--- src/rtl/dmem_arbiter_if.sv ---
// Requester, status and memory-side signals of the two-port data-memory arbiter.
// master = requesters plus the memory model, slave = the arbiter itself.
interface dmem_arbiter_if #(
  parameter int ADDR_W = 16,
  parameter int DATA_W = 16
);
  logic              req0;
  logic              req1;
  logic              we0;
  logic              we1;
  logic [ADDR_W-1:0] addr0;
  logic [ADDR_W-1:0] addr1;
  logic [DATA_W-1:0] wdata0;
  logic [DATA_W-1:0] wdata1;
  logic              ack0;
  logic              ack1;
  logic [DATA_W-1:0] rdata0;
  logic [DATA_W-1:0] rdata1;
  logic              err;
  logic              busy;
  logic              grant_id;
  logic [ADDR_W-1:0] mem_address;
  logic [DATA_W-1:0] mem_datain;
  logic              mem_memread;
  logic              mem_memwrite;
  logic [DATA_W-1:0] mem_dataout;

  modport master (
    output req0, req1, we0, we1, addr0, addr1, wdata0, wdata1, mem_dataout,
    input  ack0, ack1, rdata0, rdata1, err, busy, grant_id,
    input  mem_address, mem_datain, mem_memread, mem_memwrite
  );

  modport slave (
    input  req0, req1, we0, we1, addr0, addr1, wdata0, wdata1, mem_dataout,
    output ack0, ack1, rdata0, rdata1, err, busy, grant_id,
    output mem_address, mem_datain, mem_memread, mem_memwrite
  );
endinterface

--- src/rtl/dmem_arbiter.sv ---
// Two-port round-robin arbiter and single-access sequencer for the word data memory.
// IDLE -> ACCESS (one strobe cycle) -> DONE (one ack cycle) -> IDLE; all outputs registered.
module dmem_arbiter #(
  parameter int ADDR_W    = 16,
  parameter int DATA_W    = 16,
  parameter int MEM_DEPTH = 256
) (
  input  logic          clk,
  input  logic          reset,
  dmem_arbiter_if.slave bus
);

  typedef enum logic [1:0] {
    ST_IDLE   = 2'd0,
    ST_ACCESS = 2'd1,
    ST_DONE   = 2'd2
  } state_t;

  localparam logic [ADDR_W:0] DEPTH_L = MEM_DEPTH[ADDR_W:0];

  state_t            state_r;
  logic              last_grant_r;
  logic              we_r;
  logic              in_range_r;
  logic              ack0_r;
  logic              ack1_r;
  logic [DATA_W-1:0] rdata0_r;
  logic [DATA_W-1:0] rdata1_r;
  logic              err_r;
  logic              busy_r;
  logic              grant_id_r;
  logic [ADDR_W-1:0] mem_address_r;
  logic [DATA_W-1:0] mem_datain_r;
  logic              mem_memread_r;
  logic              mem_memwrite_r;

  logic              any_req_s;
  logic              grant_s;
  logic              sel_we_s;
  logic [ADDR_W-1:0] sel_addr_s;
  logic [DATA_W-1:0] sel_wdata_s;
  logic              in_range_s;

  // Winner selection: sole requester, or on a tie the port that did not win last time.
  always_comb begin
    any_req_s   = bus.req0 | bus.req1;
    grant_s     = 1'b0;
    sel_we_s    = 1'b0;
    sel_addr_s  = '0;
    sel_wdata_s = '0;
    if (bus.req0 && bus.req1) begin
      grant_s = ~last_grant_r;
    end else if (bus.req1) begin
      grant_s = 1'b1;
    end else begin
      grant_s = 1'b0;
    end
    if (grant_s) begin
      sel_we_s    = bus.we1;
      sel_addr_s  = bus.addr1;
      sel_wdata_s = bus.wdata1;
    end else begin
      sel_we_s    = bus.we0;
      sel_addr_s  = bus.addr0;
      sel_wdata_s = bus.wdata0;
    end
    in_range_s = ({1'b0, sel_addr_s} < DEPTH_L);
  end

  // Sequencer FSM with all outputs registered; strobes are set on the grant edge.
  always_ff @(posedge clk or posedge reset) begin
    if (reset) begin
      state_r        <= ST_IDLE;
      last_grant_r   <= 1'b1;
      we_r           <= 1'b0;
      in_range_r     <= 1'b0;
      ack0_r         <= 1'b0;
      ack1_r         <= 1'b0;
      rdata0_r       <= '0;
      rdata1_r       <= '0;
      err_r          <= 1'b0;
      busy_r         <= 1'b0;
      grant_id_r     <= 1'b0;
      mem_address_r  <= '0;
      mem_datain_r   <= '0;
      mem_memread_r  <= 1'b0;
      mem_memwrite_r <= 1'b0;
    end else begin
      case (state_r)
        ST_IDLE: begin
          if (any_req_s) begin
            state_r        <= ST_ACCESS;
            grant_id_r     <= grant_s;
            last_grant_r   <= grant_s;
            we_r           <= sel_we_s;
            in_range_r     <= in_range_s;
            mem_address_r  <= sel_addr_s;
            mem_datain_r   <= sel_wdata_s;
            mem_memread_r  <= in_range_s & ~sel_we_s;
            mem_memwrite_r <= in_range_s & sel_we_s;
            busy_r         <= 1'b1;
          end else begin
            state_r <= ST_IDLE;
          end
        end
        ST_ACCESS: begin
          state_r        <= ST_DONE;
          mem_memread_r  <= 1'b0;
          mem_memwrite_r <= 1'b0;
          err_r          <= ~in_range_r;
          if (grant_id_r) begin
            ack1_r <= 1'b1;
          end else begin
            ack0_r <= 1'b1;
          end
          // Out-of-range accesses of either kind report zero data.
          if (!in_range_r || !we_r) begin
            if (grant_id_r) begin
              rdata1_r <= in_range_r ? bus.mem_dataout : '0;
            end else begin
              rdata0_r <= in_range_r ? bus.mem_dataout : '0;
            end
          end
        end
        ST_DONE: begin
          state_r <= ST_IDLE;
          ack0_r  <= 1'b0;
          ack1_r  <= 1'b0;
          err_r   <= 1'b0;
          busy_r  <= 1'b0;
        end
        default: begin
          state_r        <= ST_IDLE;
          ack0_r         <= 1'b0;
          ack1_r         <= 1'b0;
          err_r          <= 1'b0;
          busy_r         <= 1'b0;
          mem_memread_r  <= 1'b0;
          mem_memwrite_r <= 1'b0;
        end
      endcase
    end
  end

  assign bus.ack0         = ack0_r;
  assign bus.ack1         = ack1_r;
  assign bus.rdata0       = rdata0_r;
  assign bus.rdata1       = rdata1_r;
  assign bus.err          = err_r;
  assign bus.busy         = busy_r;
  assign bus.grant_id     = grant_id_r;
  assign bus.mem_address  = mem_address_r;
  assign bus.mem_datain   = mem_datain_r;
  assign bus.mem_memread  = mem_memread_r;
  assign bus.mem_memwrite = mem_memwrite_r;

endmodule

--- src/flat_wrapper.sv ---
// flat-port wrapper written by rule: the top's interface ports become plain ports
module dmem_arbiter_flat 
#(
  parameter int ADDR_W    = 16,
  parameter int DATA_W    = 16,
  parameter int MEM_DEPTH = 256
)
  (clk, reset, bus_req0, bus_req1, bus_we0, bus_we1, bus_addr0, bus_addr1, bus_wdata0, bus_wdata1, bus_mem_dataout, bus_ack0, bus_ack1, bus_rdata0, bus_rdata1, bus_err, bus_busy, bus_grant_id, bus_mem_address, bus_mem_datain, bus_mem_memread, bus_mem_memwrite);
  dmem_arbiter_if #(.ADDR_W(ADDR_W), .DATA_W(DATA_W)) bus_i ();
  input  logic clk;
  input  logic reset;
  input wire logic [$bits(bus_i.req0)-1:0] bus_req0;
  input wire logic [$bits(bus_i.req1)-1:0] bus_req1;
  input wire logic [$bits(bus_i.we0)-1:0] bus_we0;
  input wire logic [$bits(bus_i.we1)-1:0] bus_we1;
  input wire logic [$bits(bus_i.addr0)-1:0] bus_addr0;
  input wire logic [$bits(bus_i.addr1)-1:0] bus_addr1;
  input wire logic [$bits(bus_i.wdata0)-1:0] bus_wdata0;
  input wire logic [$bits(bus_i.wdata1)-1:0] bus_wdata1;
  input wire logic [$bits(bus_i.mem_dataout)-1:0] bus_mem_dataout;
  output wire logic [$bits(bus_i.ack0)-1:0] bus_ack0;
  output wire logic [$bits(bus_i.ack1)-1:0] bus_ack1;
  output wire logic [$bits(bus_i.rdata0)-1:0] bus_rdata0;
  output wire logic [$bits(bus_i.rdata1)-1:0] bus_rdata1;
  output wire logic [$bits(bus_i.err)-1:0] bus_err;
  output wire logic [$bits(bus_i.busy)-1:0] bus_busy;
  output wire logic [$bits(bus_i.grant_id)-1:0] bus_grant_id;
  output wire logic [$bits(bus_i.mem_address)-1:0] bus_mem_address;
  output wire logic [$bits(bus_i.mem_datain)-1:0] bus_mem_datain;
  output wire logic [$bits(bus_i.mem_memread)-1:0] bus_mem_memread;
  output wire logic [$bits(bus_i.mem_memwrite)-1:0] bus_mem_memwrite;
  assign bus_i.req0 = bus_req0;
  assign bus_i.req1 = bus_req1;
  assign bus_i.we0 = bus_we0;
  assign bus_i.we1 = bus_we1;
  assign bus_i.addr0 = bus_addr0;
  assign bus_i.addr1 = bus_addr1;
  assign bus_i.wdata0 = bus_wdata0;
  assign bus_i.wdata1 = bus_wdata1;
  assign bus_i.mem_dataout = bus_mem_dataout;
  assign bus_ack0 = bus_i.ack0;
  assign bus_ack1 = bus_i.ack1;
  assign bus_rdata0 = bus_i.rdata0;
  assign bus_rdata1 = bus_i.rdata1;
  assign bus_err = bus_i.err;
  assign bus_busy = bus_i.busy;
  assign bus_grant_id = bus_i.grant_id;
  assign bus_mem_address = bus_i.mem_address;
  assign bus_mem_datain = bus_i.mem_datain;
  assign bus_mem_memread = bus_i.mem_memread;
  assign bus_mem_memwrite = bus_i.mem_memwrite;
  dmem_arbiter #(.ADDR_W(ADDR_W), .DATA_W(DATA_W), .MEM_DEPTH(MEM_DEPTH)) u_core (.clk(clk), .reset(reset), .bus(bus_i));
endmodule
--- config.mk ---
export PLATFORM = sky130hd
export DESIGN_NAME = dmem_arbiter_flat
export DESIGN_NICKNAME = d
export VERILOG_FILES = /design/src/rtl/dmem_arbiter_if.sv /design/src/rtl/dmem_arbiter.sv /design/src/flat_wrapper.sv
export SDC_FILE = /design/constraint.sdc
export NUM_CORES = 1
export LEC_CHECK = 0
export ABC_AREA = 1
export BUFFER_PORTS_ARGS = -buffer_cell sky130_fd_sc_hd__buf_2
export CAP_MARGIN = 20
export CORE_AREA = 2 2 99 92
export DETAILED_ROUTE_END_ITERATION = 16
export DIE_AREA = 0 0 101 94
export PLACE_DENSITY = 0.71
export SLEW_MARGIN = 15
export SYNTH_ARGS = -nofsm -noshare
export SYNTH_HDL_FRONTEND = slang
export SYNTH_SLANG_ARGS = --single-unit
export TNS_END_PERCENT = 50
--- constraint.sdc ---
create_clock -name clk -period 1.93 [get_ports clk]
set_clock_uncertainty 0.1 [all_clocks]
set_input_delay 0 -clock clk [delete_from_list [all_inputs] [get_ports clk]]
set_output_delay 0 -clock clk [all_outputs]
set_load 0.01 [all_outputs]
# --- Word-level counts from Yosys, hierarchy flattened ---
# Cells that the tools add are included.
classes:
  addsub: 0
  n_mul: 0
  div: 0
  order_cmp: 1
  eq_ne: 5
  shifts: 0
  mux: 19
  bitwise: 10
  reduce_logical: 12
op_table:
  columns: ["cell", "n"]
  rows:
  - ["$mux W16", 3]
  - ["$lt A16 B9 Y1 const B", 1]
  - ["$pmux W1 S2", 6]
  - ["$reduce_and A2 Y1", 5]
  - ["$mux W1", 9]
  - ["$not A1 Y1", 7]
  - ["$reduce_and A3 Y1", 2]
  - ["$ne A2 B1 Y1 const B", 2]
  - ["$pmux W2 S2", 1]
  - ["$and A1 B1 Y1", 2]
  - ["$eq A2 B1 Y1 const B", 1]
  - ["$eq A2 B2 Y1 const B", 1]
  - ["$logic_not A1 Y1", 2]
  - ["$logic_not A2 Y1", 1]
  - ["$ne A2 B2 Y1 const B", 1]
  - ["$logic_and A1 B1 Y1", 1]
  - ["$logic_or A1 B1 Y1", 1]
  - ["$or A1 B1 Y1", 1]
word_totals:
  ff_bits: 76
  latchBits: 0
  ram_bits: 0
  mem_bits_ro: 0
  inputBits: 86
  out_inout_bits: 71
  elab_cells: 62
  mem_count: 0

# --- Logic depth before layout (Yosys ltp) ---
# Gate-level depths: netlist (run 1).
logic_depth:
  depth_word: 7
  ltp_mapped: 9
  ltp_nobuf: 8

# --- Worst setup path before layout (run 1) ---
# Ideal clock, no wire load.
synth_path:
  path_type: "register to register"
  start: "reg u_core.last_grant_r"
  end: "reg u_core.mem_memread_r (netlist: u_core.bus.mem_memread)"
  setup_time_ps: 65
  arrival_ps: 1214
  required_ps: 1765
  setup_slack_ps: 551
  path_stages_with_launch: 10
  n_path_buf: 1
  period_less_slack_ps: 1379
  path_cell_list: "dfstp_2 -> nand2_4 -> nand2_8 -> buf_12 -> nand2_2 -> nand2_2 -> nand2_2 -> nor2_4 -> nand4_1 -> nand2_1"
synth_via:
  elab_chain_len: 7
  word_cells_on_any_way: 9
  classes_between: "1 x order compare; 5 x mux; 3 x bitwise"
synth_rtl:
  columns: ["item", "line", "text"]
  rows:
  - ["from (decl)", "dmem_arbiter.sv:22", "logic last_grant_r;"]
  - ["from (signal assigned)", "dmem_arbiter.sv:94", "last_grant_r <= grant_s;"]
  - ["$not A1 Y1 *", "dmem_arbiter.sv:52", "grant_s = ~last_grant_r;"]
  - ["$mux W1 *", "dmem_arbiter.sv:51", "if (bus.req0 && bus.req1) begin"]
  - ["$mux W16 or $mux W1 (tied branches)", "dmem_arbiter.sv:58", "if (grant_s) begin"]
  - ["$lt A16 B9 Y1 or $not A1 Y1 (tied branches)", "dmem_arbiter.sv:67, dmem_arbiter.sv:99", null]
  - ["$and A1 B1 Y1 *", "dmem_arbiter.sv:99", "mem_memread_r <= in_range_s & ~sel_we_s;"]
  - ["$mux W1 *", "dmem_arbiter.sv:91", "if (any_req_s) begin"]
  - ["$pmux W1 S2 *", "dmem_arbiter.sv:89", "case (state_r)"]
  - ["to (signal assigned)", "dmem_arbiter.sv:99", null]
  - ["to (decl)", "dmem_arbiter.sv:34", "logic mem_memread_r;"]
# Every way passes the cells marked *; elsewhere a longest branch is shown, timed or not. The select of a mux whose other input is x is not followed.
# A chain may end at the register's enable or synchronous reset.

# --- Final worst setup path (run 1) ---
layout_path:
  start: "reg u_core.last_grant_r"
  end: "reg u_core.mem_address_r[14] (netlist: u_core.bus.mem_address[14])"
layout_via:
  elab_chain_len: 3
layout_rtl:
  columns: ["item", "line", "text"]
  rows:
  - ["$not A1 Y1", "dmem_arbiter.sv:52", null]
  - ["$mux W1", "dmem_arbiter.sv:51", null]
  - ["$mux W16", "dmem_arbiter.sv:58", null]
  - ["to (signal assigned)", "dmem_arbiter.sv:97", "mem_address_r <= sel_addr_s;"]
  - ["to (decl)", "dmem_arbiter.sv:32", "logic [ADDR_W-1:0] mem_address_r;"]
# No other way between the ends.

==> flow_summary.json, run 1 <==
{
  "seqPwrFrac": 0.382,
  "gr-total-overflow": 0,
  "critPathTopFamily": "buffers and inverters",
  "critical_path_class": "reg -> reg",
  "path_clk_slew_ns": 0.09,
  "vias": 3586,
  "dr.pass1.iters": 6,
  "start_kind": "flop",
  "synth_nets": 458,
  "drive_gt1_frac": 0.376,
  "min_from": "bus_addr1[10]",
  "holdPathStages": 7,
  "crit_fanout": 9,
  "required_ns": 2.04,
  "powerDensity_nw_per_um2": 1270,
  "io_buffers": 156,
  "clock_path_buffers": 2,
  "hold_viol_final": 0,
  "yosysUniqueCellTypes": 26,
  "rr_endpoint": "u_core.bus.mem_address[14]",
  "fmax_mhz": 550,
  "synthesis.area_per_instance_um2": 9.29,
  "drt_wl_total_um": 10700,
  "clkSinkCount": 76,
  "die_area_um2": 9490,
  "grt_pass1_vias": 3526,
  "p_total_uw": 6810,
  "peakVddDrop_uv": 649,
  "swShare": 0.394,
  "cpMostUsedCell": "o21ai_0",
  "finalNetCount": 698,
  "syn2layout_area_growth_pct": 54.7,
  "crit_arrival_ns": 1.93,
  "pwr-share-clk": 0.194,
  "floorplan.initialDensity": 0.411,
  "tritoncts": "yes",
  "clock_latency_ns": 0.34,
  "multi_input_area_um2": 1320,
  "place_ws_ns": 0.184,
  "place_area_um2": 4240,
  "die_h_um": 94,
  "gp_congestion": 0.789,
  "path_buf_inv": 1,
  "antenna_found_initial": 0,
  "grt_max_degree": 59,
  "layout_common_cells": "buf_2 (156), nand2_1 (91), dlygate4sd3_1 (84), dfrtp_1 (75), o21ai_0 (57)",
  "syn-instance-count": 372,
  "path_cells": "nand2_4 > nand2_8 > nand2_1 > o21ai_0 > dlygate4sd3_1 > o21ai_0",
  "wl_met2_um": 4970,
  "wl_met1_um": 4310,
  "drc": 0,
  "slowest_delay_ns": 0.58,
  "h-tree-depth": 3,
  "slew_headroom": 0.658,
  "hold_class": "in -> reg",
  "switching_power_uw": 2680,
  "fin_crit_ns": 1.82,
  "tightest_slew_ns": 0.513,
  "drt-initial-drc-count": 149,
  "coreArea_um2": 8410,
  "final_common_cell": "buf_2",
  "routed.top_layer": "met4",
  "avgViaCountPerCell": 4.99,
  "grt_pass1_wl_um": 16800,
  "grt.total_usage": 0.225,
  "place_hpwl_um": 5820,
  "synth_area_um2": 3450,
  "setup_viol": 0,
  "p_comb_frac": 0.425,
  "cts_buffers": 9,
  "intPower_uw": 4130,
  "cpMaxStageDelayCell": "dlygate4sd3_1",
  "antenna_cells": 0,
  "fillers": 658,
  "seq_area_um2": 1900,
  "setup_ws_ns": 0.113,
  "ys_seq_area_frac": 0.551,
  "fin_area_um2": 5340,
  "ys_ff_latch": 76,
  "endpoint_kind": "flop",
  "maxCapViolations": 0,
  "root_buffer": "clkbuf_8",
  "dp.cells": 614,
  "leakage_uw": 0.00265,
  "die_w_um": 101,
  "totalNegativeSetupSlack_ns": 0,
  "crit_path_start": "u_core.last_grant_r",
  "reg2reg_depth": 6,
  "wl_per_cell_um": 14.8,
  "min_to": "u_core.bus.mem_memwrite",
  "slew_viol_final": 0,
  "worstReg2RegStart": "u_core.last_grant_r",
  "regToRegSetupSlack_ns": 0.11,
  "finalNonFillerCells": 719,
  "post-route-period-util": 0.941,
  "ioPinCount": 157,
  "row_count": 32,
  "wl_met3_um": 1110,
  "status": "finished clean",
  "ant_nets": 0,
  "yosysWarnings": 0,
  "rsz0062_at_grt": "false"
}
power by group through the flow:
stage | clock network [uW] | logic (uW) | registers, uW
2_1_floorplan | 0 | 1560 | 2850
3_3_place_gp | 0 | 2590 | 2580
3_5_place_dp | 0 | 2660 | 2600
4_1_cts | 1360 | 2810 | 2580
5_1_grt | 1440 | 3200 | 2670
6_report | 1320 | 2890 | 2600
worst reg2reg max path, cell delays in order (launching register included):
cell and delay, ns:
dfstp_2 0.55, nand2_4 0.13, nand2_8 0.12, nand2_1 0.05, o21ai_0 0.09, dlygate4sd3_1 0.58
o21ai_0 0.07
worst max-delay path by stage:
| stage | slack, ns | to | depth (start not counted) |
|---|---|---|---|
| floorplan | 0.55 | u_core.bus.mem_memread | 9 |
| global placement | 0.21 | u_core.bus.mem_memwrite | 7 |
| detailed placement | 0.18 | u_core.bus.mem_memwrite | 7 |
| CTS | 0.03 | u_core.bus.mem_address[14] | 6 |
| global route | 0.01 | u_core.bus.mem_address[14] | 6 |
| finish | 0.11 | u_core.bus.mem_address[14] | 6 |
registers in the layout (all words and copies together), names as in the netlist:
| signal | cells |
|---|---|
| u_core.bus.ack1 | 1 |
| u_core.bus.busy | 1 |
| u_core.we_r | 1 |
| u_core.bus.rdata1 | 16 |
| u_core.bus.mem_memwrite | 1 |
| u_core.bus.ack0 | 1 |
| u_core.last_grant_r | 1 |
| u_core.bus.grant_id | 1 |
| u_core.in_range_r | 1 |
| u_core.bus.err | 1 |
| u_core.bus.rdata0 | 16 |
| u_core.bus.mem_datain | 16 |
| u_core.bus.mem_memread | 1 |
| u_core.bus.mem_address | 16 |
| u_core.state_r | 2 |
metal layers:
layer	track usage	vias up
met5	0	-
met4	0.0822	0
met3	0.0722	33
met2	0.363	239
met1	0.284	1627
li1	-	1687
metrics by stage:
step | utilization | hold WS (ns)
4_1_cts | 0.630 | 0.0442
3_3_place_gp | 0.504 | -0.0666
2_1_floorplan | - | 0.0523
5_1_grt | 0.636 | 0.101
3_5_place_dp | 0.504 | -0.0505
6_report | 0.636 | 0.0674
cells in the mapped netlist:
cell,number,area [um2]
buf_12,1,20.0
a21oi_2,14,123
nand4_1,1,6.26
nand2_4,1,11.3
nor2_4,2,22.5
nor2_1,39,146
buf_4,3,22.5
clkbuf_2,2,10.0
or2_2,1,6.26
a21oi_1,3,15.0
buf_2,6,30.0
nand2_1,91,342
nand3_1,4,20.0
buf_6,10,113
nand2_2,10,62.6
o21ai_0,57,285
nand2_8,1,20.0
a21oi_4,1,16.3
o21ai_1,12,60.1
nor2_2,5,31.3
inv_1,14,52.6
dfstp_2,1,26.3
inv_2,3,11.3
dfrtp_1,75,1880
nand3b_1,5,37.5
o21ai_2,10,87.6
kinds of logic (layout without fill, tap and decap cells):
kind of cell / Yosys count / in the layout / share of synthesized area
AOI/OAI and AO/OA: 97 / 97 / 0.170
buffers and inverters: 39 / 282 / 0.0750
DFF: 76 / 76 / 0.551
and+or+nand+nor: 160 / 162 / 0.204
area by class of cell:
cell class | count | area share
sequential | 76 | 0.356
timing repair buffer | 249 | 0.321
multi-input combinational | 259 | 0.246
clock buffer | 10 | 0.0239
tap | 102 | 0.0239
clock inverter | 6 | 0.0166
inverter | 17 | 0.0126
repair_timing:
item	4_1_cts	5_1_grt
buffers inserted	0	3
endpoints found under the hold margin	140	0
endpoints found under the setup margin	0	5
resized for setup	0	0
hold buffers	84	0
Power figures use the tool's default switching activity.
==> inputs of run 2 (changes only) <==
- CELL_PAD_IN_SITES_DETAIL_PLACEMENT: unset -> 1
- CELL_PAD_IN_SITES_GLOBAL_PLACEMENT: unset -> 2
- CORE_AREA: 2 2 99 92 -> 2 2 130 119
- DIE_AREA: 0 0 101 94 -> 0 0 132 121
- PLACE_DENSITY: 0.71 -> 0.72
==> flow_summary.json, run 2 (synthesis gave the netlist of run 1 again) <==
{
  "min_to": "u_core.bus.mem_memread",
  "critPathTopFamily": "buffers and inverters",
  "path_buf_inv": 1,
  "post_cts_buffers": 0,
  "start_kind": "flop",
  "io_buffers": 156,
  "final_common_cell": "buf_2",
  "status": "finished clean",
  "totalNegativeSetupSlack_ns": 0,
  "drc": 0,
  "place_hpwl_um": 7760,
  "setup_viol": 0,
  "maxCapViolations": 0,
  "root_buffer": "clkbuf_16",
  "endpoint_kind": "flop",
  "dr.pass1.iters": 4,
  "gp_congestion": 0.710,
  "syn2layout_area_growth_pct": 58.9,
  "crit_arrival_ns": 1.91,
  "cts_buffers": 9,
  "path_clk_slew_ns": 0.06,
  "cpMaxStageDelayCell": "dlygate4sd3_1",
  "place_ws_ns": 0.262,
  "slew_headroom": 0.486,
  "antenna_found_initial": 0,
  "vias": 3434,
  "grt_max_degree": 47,
  "hold_class": "in -> reg",
  "grt_pass1_vias": 3849,
  "post-route-period-util": 0.938,
  "peakVddDrop_uv": 597,
  "h-tree-depth": 3,
  "setup_ws_ns": 0.119,
  "rsz0062_at_grt": "false",
  "path_cells": "nand2_4 > nand2_8 > nand2_1 > o21ai_1 > dlygate4sd3_1 > o21ai_0",
  "holdPathStages": 6,
  "crit_fanout": 13,
  "multi_input_area_um2": 1290,
  "avgViaCountPerCell": 4.23,
  "die_w_um": 132,
  "drive_gt1_frac": 0.370,
  "wl_per_cell_um": 14.6,
  "slowest_delay_ns": 0.57,
  "tritoncts": "yes",
  "required_ns": 2.03,
  "die_h_um": 121,
  "clock_latency_ns": 0.33,
  "grt_pass1_wl_um": 19600,
  "regToRegSetupSlack_ns": 0.12,
  "grt.total_usage": 0.156,
  "drt-initial-drc-count": 140,
  "fin_area_um2": 5490,
  "leakage_uw": 0.00268,
  "fillers": 1754,
  "clkSinkCount": 76,
  "die_area_um2": 16000,
  "min_from": "bus_req0",
  "hold_viol_final": 0,
  "drt_wl_total_um": 11800,
  "fin_crit_ns": 1.81,
  "critical_path_class": "reg -> reg",
  "slew_viol_final": 0,
  "clock_path_buffers": 2,
  "antenna_cells": 0,
  "finalNetCount": 694,
  "reg2reg_depth": 6,
  "seq_area_um2": 1900,
  "place_area_um2": 4390,
  "tightest_slew_ns": 0.769,
  "powerDensity_nw_per_um2": 1280,
  "ant_nets": 0,
  "rr_endpoint": "u_core.bus.mem_address[15]",
  "floorplan.initialDensity": 0.237,
  "worstReg2RegStart": "u_core.last_grant_r",
  "fmax_mhz": 552,
  "coreArea_um2": 14600,
  "row_count": 42,
  "ioPinCount": 157,
  "layout_common_cells": "buf_2 (156), nand2_1 (91), dlygate4sd3_1 (82), dfrtp_1 (75), o21ai_0 (56)",
  "gr-total-overflow": 0
}
-- run 2: cell count changes in the layout (fill, tap and decap cells not counted), moves of 2 or more --
cell / before / now
clkbuf_16: 0 / 9
clkbuf_8: 9 / 1
buf_4: 7 / 5
bufinv_16: 2 / 0
clkbuf_1: 1 / 3
clkinv_2: 1 / 3
clkinvlp_4: 3 / 1
dlygate4sd3_1: 84 / 82
nand2_4: 3 / 1
-- run 2: worst max-delay path by stage --
stage,startpoint,endpoint,slack [ns],cells after the start
2_1_floorplan,u_core.last_grant_r,u_core.bus.mem_memread,0.55,9
3_3_place_gp,u_core.last_grant_r,u_core.bus.mem_memwrite,0.31,7
3_5_place_dp,u_core.last_grant_r,u_core.bus.mem_memwrite,0.26,7
4_1_cts,u_core.last_grant_r,u_core.bus.mem_address[15],0.09,6
5_1_grt,u_core.last_grant_r,u_core.bus.mem_address[15],0.01,6
6_report,u_core.last_grant_r,u_core.bus.mem_address[15],0.12,6
-- run 2: per-stage QoR --
| stage | cells | utilization | power [uW] | hold WS, ns |
|---|---|---|---|---|
| detailed placement | 712 | 0.302 | 5370 | 0.0789 |
| global placement | 712 | 0.302 | 5280 | 0.0646 |
| floorplan | 372 | - | 4410 | 0.0523 |
| finish | 811 | 0.377 | 7010 | 0.0517 |
| global route | 811 | 0.377 | 7600 | 0.0892 |
| CTS | 811 | 0.377 | 7120 | 0.0479 |
-- run 2: area by class of cell --
type,count,share of cell area
well taps,198,0.0451
multi-input cells,257,0.236
clock inverters,3,0.00274
repair buffers,247,0.312
clock buffers,13,0.0456
flip-flops and latches,76,0.347
inverters,17,0.0123
-- run 2: where the power goes --
part	switching (uW)	internal, uW	leakage (uW)
sequential	366	2230	0.000948
combinational	1720	1160	0.00160
clock	635	900	0.000133
total	2720	4290	0.00268
-- run 2: tightest hold or removal path, stage by stage --
cell and delay, ns:
buf_2 0.12, nor2_1 0.05, inv_1 0.07, a21oi_1 0.09, nand2_1 0.06, nand2_1 0.05
-- run 2: metal layers --
metal,vias to the layer above,global-route usage,wire (um)
met5,-,0,0
met4,0,0.0285,112
met3,9,0.0627,860
met2,132,0.263,5620
met1,1618,0.190,5220
li1,1675,-,-
-- run 2: timing repair --
action,in CTS,in global routing
gates resized for setup,0,2
endpoints found under the hold margin,93,0
endpoints found under the setup margin,0,2
hold buffers,83,0
==> inputs of run 3 (changes only) <==
- RECOVER_POWER: unset -> 50
==> flow_summary.json, run 3 (synthesis gave the netlist of run 1 again) <==
{
  "place_hpwl_um": 7760,
  "post-route-period-util": 0.939,
  "tritoncts": "yes",
  "final_util": 0.369,
  "start_kind": "flop",
  "die_area_um2": 16000,
  "min_from": "bus_req0",
  "drt-initial-drc-count": 118,
  "endpoint_kind": "flop",
  "ioPinCount": 157,
  "drc": 0,
  "drive_gt1_frac": 0.248,
  "path_cells": "nand2_4 > nand2_8 > nand2_1 > o21ai_1 > dlygate4sd3_1 > o21ai_0",
  "peakVddDrop_uv": 596,
  "reg2reg_depth": 6,
  "grt_max_degree": 47,
  "io_buffers": 156,
  "die_h_um": 121,
  "setup_viol": 0,
  "place_ws_ns": 0.262,
  "gr-total-overflow": 0,
  "min_to": "u_core.bus.mem_memread",
  "grt.total_usage": 0.156,
  "clock_path_buffers": 2,
  "path_buf_inv": 1,
  "setup_ws_ns": 0.118,
  "tightest_slew_ns": 0.738,
  "antenna_cells": 0,
  "crit_arrival_ns": 1.92,
  "powerDensity_nw_per_um2": 1280,
  "regToRegSetupSlack_ns": 0.12,
  "ant_nets": 0,
  "floorplan.initialDensity": 0.237,
  "cts_buffers": 9,
  "rsz0062_at_grt": "false",
  "slew_viol_final": 0,
  "final_common_cell": "nand2_1",
  "slowest_delay_ns": 0.57,
  "totalNegativeSetupSlack_ns": 0,
  "critPathTopFamily": "buffers and inverters",
  "avgViaCountPerCell": 4.25,
  "antenna_found_initial": 0,
  "clock_latency_ns": 0.33,
  "clkSinkCount": 76,
  "cpMaxStageDelayCell": "dlygate4sd3_1",
  "drt_wl_total_um": 11900,
  "worstReg2RegStart": "u_core.last_grant_r",
  "leakage_uw": 0.00243,
  "finalNetCount": 694,
  "grt_pass1_vias": 3849,
  "fmax_mhz": 552,
  "layout_common_cells": "nand2_1 (92), buf_2 (84), dlygate4sd3_1 (82), clkbuf_1 (75), dfrtp_1 (75)",
  "fin_crit_ns": 1.81,
  "path_clk_slew_ns": 0.06,
  "status": "finished clean",
  "h-tree-depth": 3,
  "syn2layout_area_growth_pct": 55.5,
  "slew_headroom": 0.507,
  "gp_congestion": 0.710,
  "root_buffer": "clkbuf_16",
  "die_w_um": 132,
  "crit_path_start": "u_core.last_grant_r",
  "maxCapViolations": 0,
  "dr.pass1.iters": 4,
  "rr_endpoint": "u_core.bus.mem_address[15]",
  "crit_fanout": 13,
  "holdPathStages": 6,
  "hold_viol_final": 0,
  "vias": 3446,
  "wl_per_cell_um": 14.7,
  "row_count": 42,
  "critical_path_class": "reg -> reg",
  "post_cts_buffers": 0,
  "required_ns": 2.03,
  "coreArea_um2": 14600,
  "hold_class": "in -> reg",
  "grt_pass1_wl_um": 19600
}
run 3: changes by cell type in the layout (fill, tap and decap cells not counted):
cell      before  now
buf_12         3    2
nand2_1       91   92
clkinv_1       0    1
nand2_2       10    9
clkbuf_2       0    1
inv_2          3    2
buf_2        156   84
nor2_1        39   40
nor2_4         2    1
clkbuf_1       3   75
run 3: metrics by stage:
step                      total power (uW)  instances  hold WS, ns  area, um2
final                                 6860        811       0.0513       5370
after global routing                  7440        811       0.0881       5370
after CTS                             7120        811       0.0479       5490
after detailed placement              5370        712       0.0789       4390
after global placement                5280        712       0.0646       4390
after floorplan                       4410        372       0.0523       3460
run 3: how the worst max path moves through the flow:
stage,to,slack (ns),cells past startpoint
after global placement,u_core.bus.mem_memwrite,0.31,7
after global routing,u_core.bus.mem_address[15],0.01,6
final,u_core.bus.mem_address[15],0.12,6
after detailed placement,u_core.bus.mem_memwrite,0.26,7
after CTS,u_core.bus.mem_address[15],0.09,6
after floorplan,u_core.bus.mem_memread,0.55,9
run 3: routing by layer:
metal / track usage / vias to the layer above / routed length [um]
met3: 0.0627 / 9 / 864
met2: 0.263 / 133 / 5630
met1: 0.190 / 1631 / 5280
met4: 0.0285 / 0 / 109
li1: - / 1673 / -
met5: 0 / - / 0
run 3: tightest hold or removal path, delay by kind of cell:
family,cells,cell delay (ns)
buffers and inverters,2,0.19
AND/OR/NAND/NOR,3,0.16
AO/OA/AOI/OAI,1,0.09
run 3: report_power, final:
group,total [uW],internal [uW],leakage (uW),switching (uW)
Combinational,2710,997,0.00135,1720
Sequential,2600,2230,0.000948,376
Clock,1540,900,0.000133,642
Total,6860,4120,0.00243,2740
run 3: final cells by class:
type | instances | area (um2)
clock buffer | 13 | 250
clock inverter | 3 | 15.0
fill | 1792 | 9180
inverter | 17 | 67.6
multi-input combinational | 257 | 1280
sequential | 76 | 1900
tap | 198 | 248
timing repair buffer | 247 | 1610
run 3: repair_timing:
| action | 4_1_cts | 5_1_grt |
|---|---|---|
| hold buffers | 83 | 0 |
| resized for setup | 0 | 2 |
| setup endpoints to repair | 0 | 2 |
| hold endpoints to repair | 93 | 0 |
